File: config.mk
export PLATFORM = sky130hd
export DESIGN_NAME = key_debounce_pulse
export DESIGN_NICKNAME = d
export VERILOG_FILES = /design/src/rtl/key_debounce_pulse_pkg.sv /design/src/rtl/key_debounce_pulse_sync2.sv /design/src/rtl/key_debounce_pulse.sv
export SDC_FILE = /design/constraint.sdc
export NUM_CORES = 1
export LEC_CHECK = 0
export CAP_MARGIN = 20
export CELL_PAD_IN_SITES_DETAIL_PLACEMENT = 1
export CELL_PAD_IN_SITES_GLOBAL_PLACEMENT = 1
export CORE_MARGIN = 2
export CORE_UTILIZATION = 51
export CTS_CLUSTER_DIAMETER = 150
export CTS_CLUSTER_SIZE = 24
export DETAILED_ROUTE_END_ITERATION = 16
export PLACE_DENSITY_LB_ADDON = 0.1
export SLEW_MARGIN = 10
export SYNTH_ARGS = -nofsm -noshare
export SYNTH_HDL_FRONTEND = slang
export SYNTH_HIERARCHICAL = 1
export SYNTH_SLANG_ARGS = --single-unit
File: constraint.sdc
create_clock -name Clock -period 6.3 [get_ports Clock]
set_input_delay 0.945 -clock Clock [delete_from_list [all_inputs] [get_ports Clock]]
set_output_delay 0.945 -clock Clock [all_outputs]
set_load 0.05 [all_outputs]
File: src/rtl/key_debounce_pulse_pkg.sv
// Shared types and constants for the pushbutton debounce / pulse block.
package key_debounce_pkg;

   typedef enum logic [2:0] {IDLE, PRESS_WAIT, HELD, REPEAT, RELEASE_WAIT} kd_state_t;

   localparam int SYNC_STAGES = 2;

   function automatic int max2(input int a, input int b);
      return (a > b) ? a : b;
   endfunction

endpackage

File: src/rtl/key_debounce_pulse_sync2.sv
// Two-flop synchronizer for an asynchronous single-bit input; resets to 1 (key released).
module sync2
   import key_debounce_pkg::*;
(
   input  logic Clock,
   input  logic Reset,
   input  logic d,
   output logic q
);

   logic [SYNC_STAGES-1:0] sr;

   always_ff @(posedge Clock) begin
      if (Reset) sr <= '1;
      else       sr <= {sr[SYNC_STAGES-2:0], d};
   end

   assign q = sr[SYNC_STAGES-1];

endmodule

File: src/rtl/key_debounce_pulse.sv
// Debounces an active-low pushbutton into a clean level plus 1-cycle press/auto-repeat strobes.
//
// state        | meaning
// IDLE         | key released, waiting for first pressed sample
// PRESS_WAIT   | key seen pressed, timing the debounce window
// HELD         | press accepted, timing the delay to the first repeat
// REPEAT       | auto-repeating, one strobe every REPEAT_PERIOD cycles
// RELEASE_WAIT | key seen released, timing the release debounce window
module key_debounce_pulse
   import key_debounce_pkg::*;
#(
   parameter int DEBOUNCE_CYCLES = 1_000_000,
   parameter int REPEAT_EN       = 1,
   parameter int REPEAT_DELAY    = 25_000_000,
   parameter int REPEAT_PERIOD   = 5_000_000
) (
   input  logic Clock,
   input  logic Reset,
   input  logic KEY_n,
   output logic Pressed,
   output logic Pulse,
   output logic RepeatActive
);

   localparam int DW = $clog2(DEBOUNCE_CYCLES);
   localparam int RW = $clog2(max2(REPEAT_DELAY, REPEAT_PERIOD));

   localparam logic [DW-1:0] D_LAST  = DW'(DEBOUNCE_CYCLES - 1);
   localparam logic [RW-1:0] RD_LAST = RW'(REPEAT_DELAY - 1);
   localparam logic [RW-1:0] RP_LAST = RW'(REPEAT_PERIOD - 1);

   logic      key_sync;
   logic      ks;
   kd_state_t state, state_n;
   logic [DW-1:0] dcnt, dcnt_n;
   logic [RW-1:0] rcnt, rcnt_n;
   logic      pulse_n;

   sync2 u_sync (
      .Clock (Clock),
      .Reset (Reset),
      .d     (KEY_n),
      .q     (key_sync)
   );

   assign ks = ~key_sync;

   always_ff @(posedge Clock) begin
      if (Reset) begin
         state        <= IDLE;
         dcnt         <= '0;
         rcnt         <= '0;
         Pulse        <= 1'b0;
         Pressed      <= 1'b0;
         RepeatActive <= 1'b0;
      end else begin
         state        <= state_n;
         dcnt         <= dcnt_n;
         rcnt         <= rcnt_n;
         Pulse        <= pulse_n;
         Pressed      <= (state_n == HELD) || (state_n == REPEAT) || (state_n == RELEASE_WAIT);
         RepeatActive <= (state_n == REPEAT);
      end
   end

   always_comb begin
      state_n = state;
      dcnt_n  = dcnt;
      rcnt_n  = rcnt;
      pulse_n = 1'b0;
      case (state)
         IDLE: begin
            if (ks) begin
               state_n = PRESS_WAIT;
               dcnt_n  = '0;
            end
         end
         PRESS_WAIT: begin
            if (!ks) begin
               state_n = IDLE;
               dcnt_n  = '0;
            end else if (dcnt == D_LAST) begin
               state_n = HELD;
               rcnt_n  = '0;
               pulse_n = 1'b1;
            end else begin
               dcnt_n = dcnt + 1'b1;
            end
         end
         HELD: begin
            if (!ks) begin
               state_n = RELEASE_WAIT;
               dcnt_n  = '0;
            end else if ((REPEAT_EN != 0) && (rcnt == RD_LAST)) begin
               state_n = REPEAT;
               rcnt_n  = '0;
               pulse_n = 1'b1;
            end else if (rcnt != RD_LAST) begin
               // saturate so a long hold with repeat disabled never wraps
               rcnt_n = rcnt + 1'b1;
            end
         end
         REPEAT: begin
            if (!ks) begin
               state_n = RELEASE_WAIT;
               dcnt_n  = '0;
            end else if (rcnt == RP_LAST) begin
               rcnt_n  = '0;
               pulse_n = 1'b1;
            end else begin
               rcnt_n = rcnt + 1'b1;
            end
         end
         RELEASE_WAIT: begin
            if (ks) begin
               state_n = HELD;
               rcnt_n  = '0;
            end else if (dcnt == D_LAST) begin
               state_n = IDLE;
               dcnt_n  = '0;
            end else begin
               dcnt_n = dcnt + 1'b1;
            end
         end
         default: begin
            state_n = IDLE;
            dcnt_n  = '0;
            rcnt_n  = '0;
         end
      endcase
   end

endmodule

# After elaboration in Yosys (flattened, before gate mapping)
# Index checks and enable logic that the tools add are counted.
# totals
out_inout_bits	3
inputBits	3
wordCells	69
register_bits	53
# classes
n_reduce_logical	6
add_sub_neg	2
bitwise_logic	1
n_mux	32
eq_ne	21
# ops
op	n
$mux W25	8
$pmux W25 S5	1
$mux W20	6
$pmux W20 S4	1
$add A25 B1 Y25 const B	1
$eq A25 B23 Y1 const B	1
$eq A25 B25 Y1 const B	1
$ne A25 B25 Y1 const B	1
$mux W3	8
$add A20 B1 Y20 const B	1
$eq A20 B20 Y1 const B	1
$pmux W3 S5	1
$eq A3 B2 Y1 const B	4
$ne A2 B2 Y1 const B	6
$reduce_and A7 Y1	1
$eq A3 B3 Y1 const B	2
$mux W1	6
$ne A2 B1 Y1 const B	2
$reduce_and A4 Y1	1
$eq A3 B1 Y1 const B	1
$logic_not A3 Y1	1
$ne A3 B2 Y1 const B	1
$ne A3 B3 Y1 const B	1
$pmux W1 S3	1
other kinds (3)	4

# Logic depth before layout (Yosys ltp)
# Gate-level depths: netlist of run 1.
# logic_depth
word_depth	7
depth_mapped	8
depth_no_buf	7

# Modules after synthesis
# The synthesis of run 1 kept the hierarchy.
# by_module_without_submodules
mod	seq_area_each_um2	cells_per_inst	area_each_um2	n_inst
key_debounce_pulse	1021.0	314	2650.0	1
sync2	40.0	4	52.6	1

# Worst setup path before layout of run 1
# OpenSTA, ideal clock, no wires.
# synth_path
kind	reg2reg
start	register dcnt[0]
end	register rcnt[21]
arrival_ns	1.947
stages_incl_launch_ff	9
setup_slack_ns	4.236
n_path_buf	1
setup_ns	0.117
required_ns	6.183
synth_period_minus_slack_ns	2.064
cell_sequence	dfxtp_1 -> ha_1 -> and3_1 -> nand2_1 -> o41a_1 -> buf_6 -> nor4_1 -> xnor2_1 -> nor2_1
# synth_via
elab_chain_cells	3
# synth_rtl
item	line	rtl
from (decl)	key_debounce_pulse.sv:35	logic [DW-1:0] dcnt, dcnt_n;
from (signal assigned)	key_debounce_pulse.sv:58	dcnt <= dcnt_n;
$eq A20 B20 Y1	key_debounce_pulse.sv:82	end else if (dcnt == D_LAST) begin
$ne A2 B2 Y1 (no line)	n/a	
$reduce_and A7 Y1 (no line)	n/a	
to (signal assigned)	key_debounce_pulse.sv:59	rcnt <= rcnt_n;
to (decl)	key_debounce_pulse.sv:36	logic [RW-1:0] rcnt, rcnt_n;
# No other way between the ends.
# A chain may end at the register's enable or synchronous reset.

# Final worst setup path of run 1
# layout_path
start	register u_sync.sr[1]
end	register rcnt[12]
# layout_via
elab_chain_cells	2
# layout_rtl
item	line	rtl
from (decl)	key_debounce_pulse_sync2.sv:11	logic [SYNC_STAGES-1:0] sr;
from (signal assigned)	key_debounce_pulse_sync2.sv:15	else sr <= {sr[SYNC_STAGES-2:0], d};
$ne A2 B2 Y1 (no line)	n/a	
$reduce_and A7 Y1 (no line) (*)	n/a	
# Every way passes the cells marked *; elsewhere a longest branch is shown, timed or not.

==> results of run 1 <==
==> worst reg2reg max path: stages (launching register included) <==
cell	delay, ps
dfxtp_1	570
or3b_2	500
o21ai_0	90
o41a_1	650
o21bai_1	160
buf_4	250
nor3_1	220
==> cells by family after synthesis <==
group,after synthesis,share of synthesized area [%]
AOI/OAI and AO/OA,32,7.45
adders and majority gates,2,0.926
buffers and inverters,20,3.24
muxes,1,0.370
and+or+nand+nor,174,37.1
DFF,53,39.3
xor gates and xnor gates,36,11.7
==> cells in the final DEF (no fill, tap or decap), types with 7 or more instances in the layout <==
master	count
dfxtp_1	53
nor2_1	44
xnor2_1	30
nand2_1	21
nand3_1	18
nor3_1	14
nand4_1	13
nor4_1	11
and3_1	10
o21ai_0	7
==> area by class of cell <==
class,instances,area (um^2)
fill,628,2190
multi-input combinational,245,1550
sequential,53,1060
tap,70,87.6
clock buffer,7,86.3
timing repair buffer,9,80.1
clock inverter,1,30.0
inverter,6,22.5
==> synth_stat cells (2+ instances only) <==
| master | instances |
|---|---|
| nor4b_4 | 2 |
| nor2b_1 | 5 |
| nor4_1 | 11 |
| buf_2 | 4 |
| xnor2_1 | 30 |
| xor2_1 | 6 |
| dfxtp_1 | 53 |
| nand3b_1 | 3 |
| a31oi_1 | 6 |
| nor2_1 | 44 |
| nor3b_1 | 4 |
| inv_1 | 6 |
| o21ai_0 | 7 |
| or4b_2 | 2 |
| a211oi_1 | 2 |
| nand3_1 | 18 |
| or4_1 | 2 |
| nand2_1 | 21 |
| a21oi_1 | 6 |
| or2_1 | 2 |
| and3_1 | 10 |
| or3_1 | 3 |
| clkbuf_1 | 8 |
| nand4_1 | 13 |
| nor4b_1 | 2 |
| ha_1 | 2 |
| and4_1 | 4 |
| nor3_1 | 14 |
| nor4_2 | 2 |
| o21bai_1 | 2 |
| and2_1 | 2 |
==> layer usage <==
layer  up-vias  routed length (um)
met4         0                  47
met5         -                   0
li1       1138                   -
met3         7                 169
met1      1166                3320
met2        25                3190
==> sequential cells by signal, summed over array words and instances, names as in the netlist <==
signal,count
rcnt,25
dcnt,20
state,3
u_sync/sr,2
Pressed,1
Pulse,1
RepeatActive,1
==> power breakdown <==
part           switching, W  leakage [nW]  internal, W  total [W]
clock network      0.000111        0.0585     0.000130   0.000240
registers        0.00000203         0.427     0.000336   0.000338
logic             0.0000112         0.400   0.00000542  0.0000167
==> metrics by stage <==
step	total power [W]	setup WS, ps	area [um^2]
floorplan	0.000356	4240	2700
CTS	0.000599	3780	2920
detailed placement	0.000362	3830	2810
finish	0.000595	3790	2920
global route	0.000613	3580	2920
global placement	0.000362	3890	2810
==> final timing paths <==
| kind | cells after the start | from | end |
|---|---|---|---|
| max | 6 | u_sync/sr[1] | rcnt[12] |
| min | 1 | u_sync/sr[0] | u_sync/sr[1] |
| max reg2reg | 6 | u_sync/sr[1] | rcnt[12] |
| min reg2reg | 1 | u_sync/sr[0] | u_sync/sr[1] |
==> metrics, run 1 <==
gr ovfl total 0; Die Y 76.8 um; post-synth top area cell dfxtp_1; setup_tns 0 ps; nets 325; I/O pins 6; Hold-fix buffers, CTS 0; synth warn 6; crit share post-route 39.9%; Pins Over Slew Limit 0; hold slack final 448 ps; TritonCTS Sinks 53; worst-path fanout max 25; Worst R2R Setup Slack 3790 ps; total CTS buffers 5; Cells after DPL 383; Crit path largest cell delay 650 ps; pwr dens 204 mW/mm^2; Post-CTS Setup Repair Bufs 0; max-cap violation count 0; vias in the first global route 2,383; Worst Setup Path Type reg2reg; main flop type after synthesis dfxtp_1; Synth Instances 318; RSZ-0062 raised after global routing false; met1 Track Usage GR 33.6%; Slew Limit Headroom 35.6%; skew final 6.72 ps; DRC errors left 0; Wirelength per Cell 17.2 um; final std cells w/o fill 391; worst skew pair latency 300 ps; CP Buf/Inv Count 1; Ant. Diodes 0; WP data required 6530 ps; fraction of layout cells with a size suffix above 1 6.23%; Startpoint Class register; Worst Tran Pin Value 960 ps; worst path cell trace or3b_2 -> o21ai_0 -> o41a_1 -> o21bai_1 -> buf_4 -> nor3_1; # resized after CTS 0; Antenna Nets Post-Route 0; worst vdd ir 0.000156 V; setup violators final 0; drt pass-1 iters 4; largest net degree at the start of global routing 26; Die Wd 76.8 um; CTS tree done; H-tree Lvls 2; Clock Tree Root clkbuf_8; Vias/cell 5.97; GRT met2 Usage 39.3%; antenna violations before repair 0; detailed-route wire length 6.73 mm; Yosys cell types 53; first-pass GRT wire length 11.7 mm; initial core utilization 52.9%; GR peak layer met2; Mean Syn Cell Area 8.50 um^2; synthesized area 0.00270 mm^2; Via Count 2,336; Max Clk Rate 0.398 GHz; Worst-path clk slew 100 ps; outcome finished clean; post-DP HPWL 4.72 mm; EDFF count, synth 0; IO buf count 5; std cell rows 26; Static Leak 0.886 nW; sequential cell area fraction in the yosys report 39.3%; worst hold path type reg2reg; Layout area overhead 8.10%; initial drt markers 108; gr usage total 24.2%; Synth top area share 39.3%; crit end category register; core box area 0.00511 mm^2; ys async rst share 0%; Clock Path Buffers 2; top cells by area, synth dfxtp_1 39%, xnor2_1 9.7%, nor2_1 6.1%; gpl congestion 0.779; met3 usage 4.35%; Core Util, Final 57.2%; DIE AREA 0.00590 mm^2; post-synth net total 323; Top delay family on crit path compound AO/OA/AOI/OAI gates; Worst EP arrival 2740 ps; minimum clock period after layout 2510 ps; register bit count reported by yosys 53; Critical-path top delay cell o41a_1; Final Hold Viols 0
No activity file was read; power rests on OpenSTA's default activity.
==> run 2, diff against run 1 <==
- CORE_UTILIZATION: 51 -> 47
- clock period: 6.3 -> 2.56 ns (I/O delays scaled with it)
==> run 2 against run 1 <==
Net effect: critical endpoint is now rcnt[15]; clock-buffer cell count down 2; critical path type unchanged; die area up 8.1%; setup slack worse by 3600 ps; fmax up 6.6%; highest routed layer unchanged; sequential cell count unchanged.
==> metrics, run 2 (same netlist as run 1, synthesis figures left out) <==
crit share post-route 92.1%; Die Y 79.8 um; initial drt markers 201; Final Hold Viols 0; Post-CTS Setup Repair Bufs 0; antenna violations before repair 0; Worst Setup Path Type reg2reg; net switching power 0.000303 W; skew final 5.96 ps; Setup crit end rcnt[15]; IO buf count 5; Worst R2R Setup Slack 200 ps; drt pass-1 iters 4; most flop-heavy register rcnt; r2r endpoint rcnt[15]; fraction of layout cells with a size suffix above 1 8.28%; crit end category register; initial core utilization 48.8%; part of the power in registers 62.6%; setup_tns 0 ps; Cells after DPL 392; Pins Over Slew Limit 0; DRC errors left 0; I/O pins 6; worst-path fanout max 12; largest net degree at the start of global routing 26; Largest register FFs 25; H-tree Lvls 2; WP data required 2760 ps; gr usage total 22.3%; instance area at placement 0.00286 mm^2; std cell rows 27; final std cells w/o fill 398; Clock Path Buffers 2; Vias/cell 5.90; vias in the first global route 2,331; P_int 0.00102 W; Max Clk Rate 0.424 GHz; Slew Limit Headroom 62.2%; max-cap violation count 0; commonest cells after routing, fill and taps aside 53 x dfxtp_1, 44 x nor2_1, 30 x xnor2_1; Worst EP arrival 2560 ps; largest registers rcnt x25, dcnt x20, state x3; RSZ-0062 raised after global routing false; TritonCTS Sinks 53; Via Count 2,347; setup violators final 0; post-DP HPWL 4.91 mm; design area 0.00294 mm^2; DIE AREA 0.00637 mm^2; Wirelength per Cell 17.0 um; Clock Tree Root clkbuf_8; hold wc startpoint u_sync/sr[0]; CTS tree done; worst-case reg-to-reg path depth 7; worst hold path type reg2reg; minimum clock period after layout 2360 ps; Core Util, Final 53.0%; total CTS buffers 5; timing startpoint of the critical path dcnt[0]; gr ovfl total 0; nets 332; outcome finished clean; clock power share 33.9%; Startpoint Class register; Die Wd 79.8 um; Worst-path clk slew 90 ps; worst skew pair latency 310 ps; Layout area overhead 8.70%; Static Leak 0.903 nW; Comb pwr share 3.5%; detailed-route wire length 6.78 mm; commonest non-fill, non-tap cell in the layout dfxtp_1; first-pass GRT wire length 11.2 mm; core box area 0.00554 mm^2; gpl congestion 0.830; pwr dens 452 mW/mm^2; Ant. Diodes 0; Fillers 687; Antenna Nets Post-Route 0; Worst Tran Pin Value 562 ps; hold path cells 1; worst vdd ir 0.000268 V; Sw Ratio 22.8%; r2r startpoint dcnt[0]
-- run 2: cell count changes in the layout (fill, tap and decap cells not counted), sizes merged --
cell | previous run | this run
buf | 4 | 11
clkbuf | 7 | 5
bufinv | 1 | 0
clkinv | 0 | 1
-- run 2: layer usage --
metal	track usage [%]	routed length (um)	part of all wire, %
met5	0	0	0
met4	6.44	75	1.1
met3	3.85	224	3.3
met2	33.0	2950	43
met1	33.0	3540	52
-- run 2: worst min path at each step --
stage | to | slack, ps
final | u_sync/sr[1] | 450
after global routing | u_sync/sr[1] | 470
after CTS | u_sync/sr[1] | 450
after detailed placement | u_sync/sr[1] | 410
after global placement | u_sync/sr[1] | 410
after floorplan | u_sync/sr[1] | 380
-- run 2: layout make-up --
class | count | area (um^2) | share of cell area [%]
Clock buffer | 5 | 68.8 | 2.34
Clock inverter | 1 | 5.00 | 0.170
Inverter | 6 | 22.5 | 0.767
Multi-Input combinational cell | 245 | 1560 | 53.0
Sequential cell | 53 | 1060 | 36.1
Tap cell | 72 | 90.1 | 3.07
Timing Repair Buffer | 16 | 133 | 4.51
-- run 2: stage by stage --
step / setup WS, ps / hold slack (ps) / total power (W)
floorplan: 496 / 383 / 0.000876
global placement: 225 / 409 / 0.000895
detailed placement: 117 / 408 / 0.000896
CTS: 88.7 / 449 / 0.00134
global route: 37.5 / 467 / 0.00138
finish: 203 / 453 / 0.00133
-- run 2: what timing repair did --
| action | CTS | global route |
|---|---|---|
| setup endpoints to repair | 0 | 1 |
| hold buffers | 0 | 0 |
| gates resized for setup | 0 | 1 |
-- run 2: power by group through the flow --
stage | Combinational (W) | Sequential (W) | Clock, W
floorplan | 0.0000279 | 0.000848 | 0
global placement | 0.0000457 | 0.000849 | 0
detailed placement | 0.0000458 | 0.000850 | 0
CTS | 0.0000460 | 0.000831 | 0.000461
global route | 0.0000513 | 0.000831 | 0.000493
finish | 0.0000469 | 0.000831 | 0.000449
-- run 2: critical path: stages, from the launching register on --
cell	delay (ps)
dfxtp_1	430
ha_1	220
and3_1	220
nand2_1	110
o41a_1	590
nor4_1	440
xnor2_1	180
nor2_1	50
